<file path="src/rtl/my_top_level_if.sv">
// Operand/result bundle for the registered adder: two addends in, one sum out.
interface my_top_level_if #(
    parameter int unsigned WIDTH = 8
) ();
    logic [WIDTH-1:0] io_A;
    logic [WIDTH-1:0] io_B;
    logic [WIDTH-1:0] io_X;

    modport master (
        output io_A,
        output io_B,
        input  io_X
    );

    modport slave (
        input  io_A,
        input  io_B,
        output io_X
    );
endinterface

</file>
<file path="src/rtl/my_top_level.sv">
// Registered unsigned adder: io_X loads (io_A + io_B) mod 2^WIDTH every rising edge.
// Synchronous active-high reset clears the result register and wins over the sum.
module my_top_level #(
    parameter int unsigned WIDTH = 8
) (
    input logic           clk,
    input logic           reset,
    my_top_level_if.slave bus
);
    logic [WIDTH-1:0] sum_d;
    logic [WIDTH-1:0] sum_q;

    // Carry-out is intentionally dropped; the sum wraps modulo 2^WIDTH.
    always_comb begin
        sum_d = bus.io_A + bus.io_B;
    end

    always_ff @(posedge clk) begin
        if (reset) begin
            sum_q <= '0;
        end else begin
            sum_q <= sum_d;
        end
    end

    assign bus.io_X = sum_q;
endmodule

</file>
<file path="src/flat_wrapper.sv">
// flat-port wrapper written by rule: the top's interface ports become plain ports
module my_top_level_flat 
#(
    parameter int unsigned WIDTH = 8
)
  (clk, reset, bus_io_A, bus_io_B, bus_io_X);
  my_top_level_if #(.WIDTH(WIDTH)) bus_i ();
  input logic clk;
  input logic reset;
  input wire logic [$bits(bus_i.io_A)-1:0] bus_io_A;
  input wire logic [$bits(bus_i.io_B)-1:0] bus_io_B;
  output wire logic [$bits(bus_i.io_X)-1:0] bus_io_X;
  assign bus_i.io_A = bus_io_A;
  assign bus_i.io_B = bus_io_B;
  assign bus_io_X = bus_i.io_X;
  my_top_level #(.WIDTH(WIDTH)) u_core (.clk(clk), .reset(reset), .bus(bus_i));
endmodule
</file>
<file path="config.mk">
export PLATFORM = sky130hd
export DESIGN_NAME = my_top_level_flat
export DESIGN_NICKNAME = d
export VERILOG_FILES = /design/src/rtl/my_top_level_if.sv /design/src/rtl/my_top_level.sv /design/src/flat_wrapper.sv
export SDC_FILE = /design/constraint.sdc
export NUM_CORES = 1
export LEC_CHECK = 0
export ABC_AREA = 0
export CORE_MARGIN = 2
export CORE_UTILIZATION = 38
export CTS_BUF_LIST = sky130_fd_sc_hd__clkbuf_8 sky130_fd_sc_hd__clkbuf_16
export CTS_CLUSTER_DIAMETER = 120
export CTS_CLUSTER_SIZE = 20
export DETAILED_ROUTE_END_ITERATION = 8
export PLACE_DENSITY = 0.74
export SYNTH_ARGS = -nofsm -noshare
export SYNTH_HDL_FRONTEND = slang
export SYNTH_SLANG_ARGS = --single-unit
</file>
<file path="constraint.sdc">
create_clock -name clk -period 1.96 [get_ports clk]
set_input_delay 0.392 -clock clk [delete_from_list [all_inputs] [get_ports clk]]
set_output_delay 0.392 -clock clk [all_outputs]
set_load 0.01 [all_outputs]
</file>
==> results list <==
- The synthesized design contains 8 register bits.
- Max-cap viol count: 0
* Worst slew pin tran: 258 ps
- The worst path needs between 1500 and 2000 ps of the cycle, external delays included.
- The initial antenna violation count came to 0.
* Main combinational cell family by area after synthesis: compound AO/OA/AOI/OAI gates
* Global-route wire length before repair: 2100 um
- Fraction of the yosys area taken by sequential cells: 0.300
* Die boundary height: 41.5 um
* Number of CTS-inserted buffers: 3
- After clock tree synthesis, the clock-pin slew on the worst setup and hold paths is approximately 40 ps.
* Minimum setup slack after placement: -198 ps
- The compound-cell area share of the yosys netlist was 0.235.
- IR analysis of the VDD net gives a maximum drop of 267 uV.
- Crit path max-delay cell type: sky130_fd_sc_hd__or4_1
- Core area: 1300 um^2
- The internal power of the cells totals 0.000437 W.
* Netlist area before placement: between 500 and 600 um^2
- Data arrives at the worst endpoint at 2050 ps.
- For this configuration, the core starts out at a cell density of 0.410.
- At the end of the flow, the number of nets in the layout was 122.
* Type of origin of the critical path: input pin
- Number of pins exceeding their max-slew limit in the final report: 0
- The first routing iteration left 5 violations.
- Cell chosen for the clock root: sky130_fd_sc_hd__clkbuf_8
- Yosys printed 0 warnings.
* Number of distinct library cells after synthesis: 26
- Data required, critical path: 2120 ps
- CTS H-tree depth: 1
- Count of flip-flops with a built-in enable after synthesis: 0
* Width of the chip: 41.5 um
- The share of total power dissipated in the clock network is 0.337.
* Die area: approximately 1700 um^2
* Max FFs per register: 8
* Category of the critical setup timing path: input pin to flip-flop
- Average size of a mapped cell: 9.19 um^2
* Leakage power figure: ~0.40 nW
- The count of nets left with antenna violations once routing finished came out at 0.
* Fmax: 527 MHz
- Proportion of layout cells with a drive suffix above 1: 0.181
* Most instantiated flip-flop cell in the synthesis netlist: sky130_fd_sc_hd__dfxtp_1
* Remaining global-route overflow: 0
* Element type at the critical path end: flip-flop
* Net Count, Synth: 84
- Of the total synthesized cell area, the portion taken by AND, OR, NAND and NOR gates is 0.216.
- Via count of the first global-routing pass: 529
- Number of placement rows: 13
- Setup violations remaining at the end of the flow were counted as 0.
- Of the post-synthesis cell area, the part taken by muxes is 0.
- DRC viols: 0
* Area growth from synthesis to layout: 70.4%
* Utilization after layout: 0.698
* Tightest slew margin relative to the limit: 0.827
- The final number of hold-violating endpoints is 0.
- Of the total power, the share spent switching nets is 0.255.
- Counting every instance in the synthesized netlist gives 58.
- Average wire per cell in the routed design: 11.7 um
- Of the total synthesized cell area, the portion taken by XOR and XNOR cells is 0.0164.
- Once routing completed, OpenROAD measured the worst setup slack at 64.0 ps.
- Port buffer count: 25
- Clock sinks: 8
* Sum of net half-perimeters after detailed placement: around 1100 um
* Share of flip-flops with an asynchronous set or reset after synthesis: 0
- Hold Buf Count CTS: 0
* Total Routing Usage GR: 0.156
* Synthesized-area fraction occupied by adder cells: 0.202
- The final layout contains routed wiring with a total length of around 1300 um.
* Post-cts sizing count: 0
* Power share of the combinational group: 0.345
* Status: finished clean
- Worst Hold Class: input pin to flip-flop
- Unrepaired setup endpoints after global routing: yes
* Detailed Routing Iterations Pass 1: 5
- Of all nets on the critical path, the largest fanout is 7.
- Largest net degree at the start of global routing: 8
- In the finished design, the share of the clock period the worst path needs comes to 0.967.
- Final hold analysis gives a worst-case slack of 846 ps.
- The clock passes through at most 2 buffers.
* Number of fill cells: 107
- CTS tree: yes
- Critical-path cell list: clkdlybuf4s50_1 > ha_1 > or2b_1 > or4_1 > o211ai_2
- Total I/O pin count: 26
* Routability Congestion: between 0.7 and 0.8
- After detailed routing, the number of vias per cell comes to ~5.0.
- Number of buffers inserted to repair setup after CTS: 0
- Pwr/cell area: between 600 and 700 nW/um^2
- Slowest cell delay on critical path: 490 ps
- The share of total power dissipated in sequential elements is 0.317.
- Switching component of the power: approximately 0.00015 W
* Final antenna diode count: 0
- The detailed router placed 550 vias in this run.
## cell type report
| cell class | count | area [um^2] | share of cell area |
|---|---|---|---|
| inverters | 3 | 11.3 | 0.0124 |
| repair buffers | 34 | 318 | 0.350 |
| flip-flops and latches | 8 | 160 | 0.176 |
| well taps | 15 | 18.8 | 0.0207 |
| clock buffers | 3 | 41.3 | 0.0455 |
| multi-input cells | 46 | 359 | 0.395 |
## synth_stat cells (2+ instances only)
cell type / instances / area share
sky130_fd_sc_hd__inv_1: 3 / 0.021
sky130_fd_sc_hd__o21ai_1: 2 / 0.019
sky130_fd_sc_hd__o21ai_0: 2 / 0.019
sky130_fd_sc_hd__ha_1: 7 / 0.16
sky130_fd_sc_hd__nor3_1: 6 / 0.056
sky130_fd_sc_hd__a21oi_1: 3 / 0.028
sky130_fd_sc_hd__o31a_1: 2 / 0.033
sky130_fd_sc_hd__nor2b_1: 3 / 0.035
sky130_fd_sc_hd__a21o_1: 2 / 0.028
sky130_fd_sc_hd__dfxtp_1: 8 / 0.30
sky130_fd_sc_hd__or3b_2: 2 / 0.033
sky130_fd_sc_hd__o21a_1: 2 / 0.028
sky130_fd_sc_hd__nor2_1: 3 / 0.021
## cells in the final DEF, fill, tap and decap left out, drive strengths merged, types with 3 or more instances in the layout
| master | synthesis | routed |
|---|---|---|
| nor2b | 3 | 3 |
| nor3 | 6 | 6 |
| ha | 7 | 7 |
| buf | 1 | 9 |
| o21ai | 4 | 4 |
| clkbuf | 0 | 3 |
| nor2 | 3 | 3 |
| dfxtp | 8 | 8 |
| inv | 3 | 3 |
| a21oi | 3 | 3 |
| clkdlybuf4s50 | 0 | 25 |
## path summary, 6_finish.rpt
check | startpoint | to | slack [ps] | cells past startpoint
worst min-delay path | reset | u_core.bus.io_X[7]$_SDFF_PP0_ | 850 | 2
worst max-delay path | bus_io_A[5] | u_core.bus.io_X[5]$_SDFF_PP0_ | 60 | 5
## power by group through the flow
stage	registers [W]	clock network, W	logic, W
after floorplan	0.000199	0	0.0000846
after global placement	0.000189	0	0.000197
after detailed placement	0.000190	0	0.000200
after CTS	0.000187	0.000202	0.000202
after global routing	0.000188	0.000207	0.000223
final	0.000186	0.000198	0.000203
## worst max-delay path: cells and delay by family
family	cells	cell delay, ps
AO/OA/AOI/OAI	1	90
adder cells (fa/ha/maj)	1	390
buffers and inverters	1	400
AND/OR/NAND/NOR	2	770
## layer usage
metal	wire length, um	vias up	part of all wire	global-route usage
li1	-	289	-	-
met1	584	245	0.46	0.175
met2	644	16	0.51	0.288
met3	44	0	0.035	0
met4	0	0	0	0.0968
met5	0	-	0	0
## per-stage QoR
| stage | std cells | power, W | TNS (ps) | cell area [um^2] |
|---|---|---|---|---|
| 2_1_floorplan | 58 | 0.000284 | 0 | 533 |
| 3_3_place_gp | 106 | 0.000386 | -507 | 865 |
| 3_5_place_dp | 106 | 0.000390 | -602 | 865 |
| 4_1_cts | 109 | 0.000590 | 0 | 906 |
| 5_1_grt | 109 | 0.000618 | -25.3 | 908 |
| 6_report | 109 | 0.000587 | 0 | 908 |
## logic make-up after synthesis
logic type	count (synthesis)
and+or+nand+nor	20
AOI/OAI and AO/OA	17
adders and majority gates	8
DFF	8
buffers and inverters	4
xor gates and xnor gates	1
(Power assumes the default switching activity.)
